## src/rtl/clk_switch_ctrl.sv

```systemverilog
// Sequencer for the glitch-free two-source clock mux: accepts source-change requests,
// drives the mux select and confirms the switch from the mux's per-source enable flops.
module clk_switch_ctrl #(
  parameter int SYNC_STAGES = 2,
  parameter int DWELL_CYC   = 16,
  parameter int TIMEOUT_CYC = 64,
  parameter int CNT_W       = 8
) (
  input  logic clk,
  input  logic rst,
  input  logic req_valid,
  input  logic req_sel,
  output logic req_ready,
  input  logic act0,
  input  logic act1,
  output logic sel,
  output logic cur_src,
  output logic busy,
  output logic done,
  output logic err
);

  typedef enum logic [2:0] {
    BOOT     = 3'd0,
    IDLE     = 3'd1,
    OFF_WAIT = 3'd2,
    ON_WAIT  = 3'd3,
    HOLD     = 3'd4
  } state_t;

  localparam logic [CNT_W-1:0] TMO_LAST   = CNT_W'(TIMEOUT_CYC - 1);
  localparam logic [CNT_W-1:0] DWELL_LAST = CNT_W'(DWELL_CYC - 1);

  state_t                 state_r;
  logic [CNT_W-1:0]       timer_r;
  logic [SYNC_STAGES-1:0] a0_sync_r;
  logic [SYNC_STAGES-1:0] a1_sync_r;
  logic                   sel_r;
  logic                   cur_src_r;
  logic                   done_r;
  logic                   err_r;

  logic                   a0_s;
  logic                   a1_s;
  logic                   old_act_s;
  logic                   new_act_s;
  logic                   tmo_s;
  logic [CNT_W-1:0]       timer_inc_s;

  assign a0_s        = a0_sync_r[SYNC_STAGES-1];
  assign a1_s        = a1_sync_r[SYNC_STAGES-1];
  assign old_act_s   = sel_r ? a0_s : a1_s;
  assign new_act_s   = sel_r ? a1_s : a0_s;
  // The OFF_WAIT exit keeps counting, so ON_WAIT may see the timer one past its last value.
  assign tmo_s       = (timer_r >= TMO_LAST);
  assign timer_inc_s = timer_r + CNT_W'(1);

  assign req_ready = (state_r == IDLE);
  assign busy      = (state_r != IDLE);
  assign sel       = sel_r;
  assign cur_src   = cur_src_r;
  assign done      = done_r;
  assign err       = err_r;

  // Synchronise the mux enable flops into the reference clock domain
  always_ff @(posedge clk or negedge rst) begin
    if (!rst) begin
      a0_sync_r <= {SYNC_STAGES{1'b0}};
      a1_sync_r <= {SYNC_STAGES{1'b0}};
    end else begin
      a0_sync_r <= {a0_sync_r[SYNC_STAGES-2:0], act0};
      a1_sync_r <= {a1_sync_r[SYNC_STAGES-2:0], act1};
    end
  end

  // Switch sequencing FSM with shared timeout/dwell timer and registered outputs
  always_ff @(posedge clk or negedge rst) begin
    if (!rst) begin
      state_r   <= BOOT;
      timer_r   <= {CNT_W{1'b0}};
      sel_r     <= 1'b0;
      cur_src_r <= 1'b0;
      done_r    <= 1'b0;
      err_r     <= 1'b0;
    end else begin
      done_r <= 1'b0;
      err_r  <= 1'b0;
      case (state_r)
        BOOT: begin
          if (a0_s) begin
            state_r <= IDLE;
            timer_r <= {CNT_W{1'b0}};
          end else if (tmo_s) begin
            err_r   <= 1'b1;
            state_r <= IDLE;
            timer_r <= {CNT_W{1'b0}};
          end else begin
            timer_r <= timer_inc_s;
          end
        end
        IDLE: begin
          if (req_valid) begin
            if (req_sel == cur_src_r) begin
              done_r <= 1'b1;
            end else begin
              sel_r   <= req_sel;
              timer_r <= {CNT_W{1'b0}};
              state_r <= OFF_WAIT;
            end
          end else begin
            timer_r <= {CNT_W{1'b0}};
          end
        end
        OFF_WAIT: begin
          if (!old_act_s) begin
            state_r <= ON_WAIT;
            timer_r <= timer_inc_s;
          end else if (tmo_s) begin
            err_r   <= 1'b1;
            state_r <= HOLD;
            timer_r <= {CNT_W{1'b0}};
          end else begin
            timer_r <= timer_inc_s;
          end
        end
        ON_WAIT: begin
          if (new_act_s) begin
            cur_src_r <= sel_r;
            done_r    <= 1'b1;
            state_r   <= HOLD;
            timer_r   <= {CNT_W{1'b0}};
          end else if (tmo_s) begin
            err_r   <= 1'b1;
            state_r <= HOLD;
            timer_r <= {CNT_W{1'b0}};
          end else begin
            timer_r <= timer_inc_s;
          end
        end
        HOLD: begin
          if (timer_r == DWELL_LAST) begin
            state_r <= IDLE;
            timer_r <= {CNT_W{1'b0}};
          end else begin
            timer_r <= timer_inc_s;
          end
        end
        default: begin
          state_r <= BOOT;
          timer_r <= {CNT_W{1'b0}};
        end
      endcase
    end
  end

endmodule

```

## config.mk

```make
export PLATFORM = sky130hd
export DESIGN_NAME = clk_switch_ctrl
export DESIGN_NICKNAME = d
export VERILOG_FILES = /design/src/rtl/clk_switch_ctrl.sv
export SDC_FILE = /design/constraint.sdc
export NUM_CORES = 1
export LEC_CHECK = 0
export CORE_UTILIZATION = 40
export DETAILED_ROUTE_END_ITERATION = 8
export GPL_ROUTABILITY_DRIVEN = 0
export GPL_TIMING_DRIVEN = 1
export PLACE_DENSITY = 0.68
export SETUP_SLACK_MARGIN = 0.3
export SYNTH_ARGS = -nofsm -noshare
export SYNTH_HDL_FRONTEND = slang
export SYNTH_SLANG_ARGS = --single-unit
export TNS_END_PERCENT = 50
```

## constraint.sdc

```tcl
create_clock -name clk -period 4.1 [get_ports clk]
set_input_delay 0.82 -clock clk [delete_from_list [all_inputs] [get_ports clk]]
set_output_delay 0.82 -clock clk [all_outputs]
set_load 0.03 [all_outputs]
```

---- Word level (Yosys, flattened, before mapping) ----
Cells that the tools add are included.
Widths: inputs -> output; s select.
word-level totals
  register bits ........................... 19
  latch bits .............................. 0
  bits in writable memories ............... 0
  memory bits (read-only) ................. 0
  bits of input ports ..................... 6
  output and inout bits ................... 6
  memories ................................ 0
cells by class
  add/sub/neg operators ................... 1
  multiply operators ...................... 0
  divide/modulo/power cells ............... 0
  $lt $le $gt $ge ......................... 1
  eq/ne operators ......................... 12
  shift operators ......................... 0
  muxes and demuxes ....................... 28
  bitwise operators ....................... 1
  reduce and logical (&&, ||, !) cells .... 4
operators with widths
  operator             number
  $mux 8               7
  $pmux 8 s5           1
  $mux 3               8
  $pmux 3 s5           1
  $mux 1               9
  $add 8x1->8 const B  1
  $eq 8x4->1 const B   1
  $ge 8x6->1 const B   1
  $eq 3x2->1 const B   2
  $ne 2x2->1 const B   3
  $ne 3x3->1 const B   2
  $reduce_and 4->1     1
  $eq 3x1->1 const B   1
  $eq 3x3->1 const B   1
  $logic_not 3->1      1
  $ne 3x1->1 const B   1
  $pmux 1 s3           1
  $reduce_and 3->1     1
  $pmux 1 s2           1
  $reduce_and 2->1     1
  $eq 1x1->1           1
  $not 1->1            1

---- Longest topological paths before layout ----
  depth in word-level cells ............... 4
  gate-level depth with buffers ........... 7

---- Least setup slack after synthesis ----
No wires, ideal clock.
  path kind ............................... register -> output
  start point ............................. register state_r[1]
  end point ............................... output busy
  data arrival time ....................... 1.406 ns
  data required time ...................... 3.280 ns
  slack ................................... 1.874 ns
  stages on the path, launching flop included .. 4
  path buffers ............................ 1
  cells stage by stage .................... dfrtp_1 -> buf_2 -> nor3b_2 -> inv_1
on the way
  longest elaborated chain between the ends .. 1
RTL lines
  what                    RTL line  text
  start, declared         34        state_t state_r;
  start signal, assigned  79        state_r <= BOOT;
  start signal, assigned  91        state_r <= IDLE;
  start signal, assigned  95        state_r <= IDLE;
  $ne 3x1->1              59        assign busy = (state_r != IDLE);
  end, declared           18        output logic busy,
Every way passes these cells.

---- Worst setup path in the final report ----
  start point ............................. register state_r[0]
  end point ............................... output req_ready
on the way
  longest elaborated chain between the ends .. 1
RTL lines
  what           RTL line  text
  $eq 3x1->1     58        assign req_ready = (state_r == IDLE);
  end, declared  13        output logic req_ready,
Every way passes these cells.

==> flow_summary.yaml <==
cts:
  cts.sinks: 19
  clk_latency_ns: 0.29
  numCtsBuffers: 3
  clk_transition_reported_paths_ns: 0.11
  htree_levels: 1
  cts_tree: "done"
  cts_root_buf: "clkbuf_4"
  postCtsSetupBuffers: 0
  cts-resized-gates: 0
  ctsHoldBuffers: 0
  clock_path_buffers: 2
grt:
  overflow: 0
  grt_pass1_wl_um: 4000
  antenna_found_initial: 0
  grt_max_degree: 20
  grt_pass1_vias: 875
  track_usage: 0.191
floorplan:
  fp.dieH_um: 54.3
  dieArea_um2: 2950
  core_area_um2: 2520
  start_util: 0.434
  io_pins: 12
  die_w_um: 54.3
  rows: 18
synthesis:
  synth_ff_type: "dfrtp_1"
  synth_cell_type_count: 42
  synth_top_area_frac: 0.435
  ys_ff_latch: 19
  yosysTopAreaCell: "dfrtp_1"
  syn_area_um2: 1090
  synth_area_leaders: "dfrtp_1 43%, nand2_1 5.5%, nor2_1 3.4%, o21ai_1 3.2%, o21ai_0 2.7%"
  syn_avg_cell_area_um2: 9.27
  async_reset_ff_frac: 1.00
  syn_nets: 125
  synth_edf_count: 0
  seq_area_frac_synth: 0.435
  ys_warn_count: 0
  syn_inst: 118
power:
  power_w: 0.000787
  power_switching_w: 0.000364
  clkPwrFrac: 0.123
  netSwitchingFraction: 0.463
  internal-power_w: 0.000423
  leakage_nw: 0.495
  pwr-share-comb: 0.493
  p_per_area_nw_per_um2: 629
  peakVddDrop_v: 0.000464
  seq_power_share: 0.384
timing:
  finalHoldViolCount: 0
  final.min_clock_period_ns: 2.97
  tightest_slew_ns: 0.844
  finalMaxSlewViolations: 0
  fin_tns_setup_ns: 0
  max_freq_mhz: 337
  rsz0062_at_grt: "no"
  relSlewSlack: 0.436
  setup_viol: 0
  skew_ns: 0.00151
  setup_slack_ns: 1.13
  timing.final.crit_share: 0.723
cells_and_area:
  layout_commonest_cell: "dfrtp_1"
  layout_common_cells: "19 x dfrtp_1, 16 x nand2_1, 11 x clkdlybuf4s50_1, 10 x nor2_1, 7 x o21ai_1"
  num-nets-final: 137
  syn2layout_area_growth_pct: 14.4
  final_util: 0.496
  num_antenna_cells: 0
  stdcell_area_um2: 1250
  layout-drive-gt1-share: 0.116
  fill_cells: 240
routing:
  drtIter0Drc: 41
  ant_nets: 0
  post_drt_wl_per_cell_um: 14.5
  wl_um: 2300
  avgViaCountPerCell: 5.85
  num_vias: 930
  drt_drc_violations_left: 0
  dr.pass1.iters: 4
critical_path:
  r2r_cells: 6
  r2r-start: "timer_r[0]"
  path_class: "register to output port"
  path_cells: "nor3b_2 -> clkdlybuf4s50_1"
  crit_fanout: 15
  required_ns: 3.28
  cp_top_family: "buffers and inverters"
  endpoint_kind: "output port"
  cp_num_buf_inv: 1
  rrSetupSlack_ns: 2.08
  critical_path_arrival_ns: 2.15
  slowest_delay_ns: 0.75
  critPathSlowestCell: "clkdlybuf4s50_1"
  cp-start-kind: "register"
  r2r_end: "timer_r[4]"
placed_design:
  port_buffers: 11
  pre_cts_ws_ns: 1.49
  dp_hpwl_um: 1610
  postPlaceCellArea_um2: 1220
min_path:
  hold_end: "a0_sync_r[1]"
  hold_depth: 0
  hp-class: "register to register"
  min_from: "a0_sync_r[0]"
run:
  cap_viol_max_count: 0
outcome:
  status: "complete, no violations"
## worst max path at each step
stage / from / endpoint / slack, ns / cells after the start
after floorplan: state_r[1] / busy / 1.87 / 3
after global placement: state_r[0] / req_ready / 1.53 / 2
after detailed placement: state_r[0] / req_ready / 1.49 / 2
after CTS: state_r[0] / req_ready / 1.13 / 2
after global routing: state_r[0] / req_ready / 0.98 / 2
final: state_r[0] / req_ready / 1.13 / 2
## metal layers
layer  GRT usage  up-vias  part of all wire  routed length, um
li1            -      460                 -                  -
met1       0.255      437              0.48               1110
met2       0.307       31              0.46               1060
met3      0.0389        2             0.055                126
met4      0.0598        0            0.0043                 10
met5           0        -                 0                  0
## cell type report
cell class,instances,area (um^2),share of cell area
Sequential cell,19,475,0.380
Timing Repair Buffer,11,110,0.0880
Multi-Input combinational cell,91,586,0.468
Tap cell,30,37.5,0.0300
Clock inverter,1,5.00,0.00400
Clock buffer,3,22.5,0.0180
Inverter,4,15.0,0.0120
## power by group through the flow
stage	registers, W	logic [W]	clock network (W)
3_3_place_gp	0.000301	0.000382	0
4_1_cts	0.000301	0.000390	0.0000991
5_1_grt	0.000314	0.000429	0.000108
3_5_place_dp	0.000305	0.000388	0
6_report	0.000302	0.000388	0.0000968
2_1_floorplan	0.000293	0.000285	0
## worst register-to-register path, cell delays in order, from the launching register on
cell	delay [ns]
dfrtp_1	0.44
ha_1	0.28
nand3_1	0.27
o21ai_2	0.15
a221oi_4	0.50
o221ai_1	0.20
o31ai_1	0.10
## cell usage after synthesis, drive strengths merged, types with 2 or more instances
| master | instances |
|---|---|
| nor3b | 2 |
| a211oi | 2 |
| and3 | 2 |
| nor2 | 11 |
| buf | 3 |
| nor3 | 5 |
| a31oi | 3 |
| o22ai | 3 |
| a21oi | 4 |
| dfrtp | 19 |
| o211ai | 3 |
| mux2 | 2 |
| nor4 | 2 |
| a41oi | 2 |
| inv | 4 |
| o21ai | 14 |
| nand3 | 5 |
| nand2 | 16 |
## sequential cells by signal, indices dropped and copies added, names as in the netlist
signal and flops:
timer_r 8, state_r 3, a0_sync_r 2, a1_sync_r 2
cur_src 1, done 1, err 1, sel 1
## logic make-up after synthesis
family / after synthesis / share of synthesized area
AO/OA/AOI/OAI: 38 / 0.265
adder cells (fa/ha/maj): 1 / 0.0114
AND/OR/NAND/NOR: 47 / 0.209
buffers and inverters: 8 / 0.0297
XOR/XNOR: 2 / 0.0160
multiplexers: 3 / 0.0332
flip-flops: 19 / 0.435
## through the flow
step,hold WS [ns],instances
final,0.361,159
after global routing,0.383,159
after CTS,0.362,159
after detailed placement,0.336,155
after global placement,0.333,155
after floorplan,0.331,118
Power figures use the tool's default switching activity.
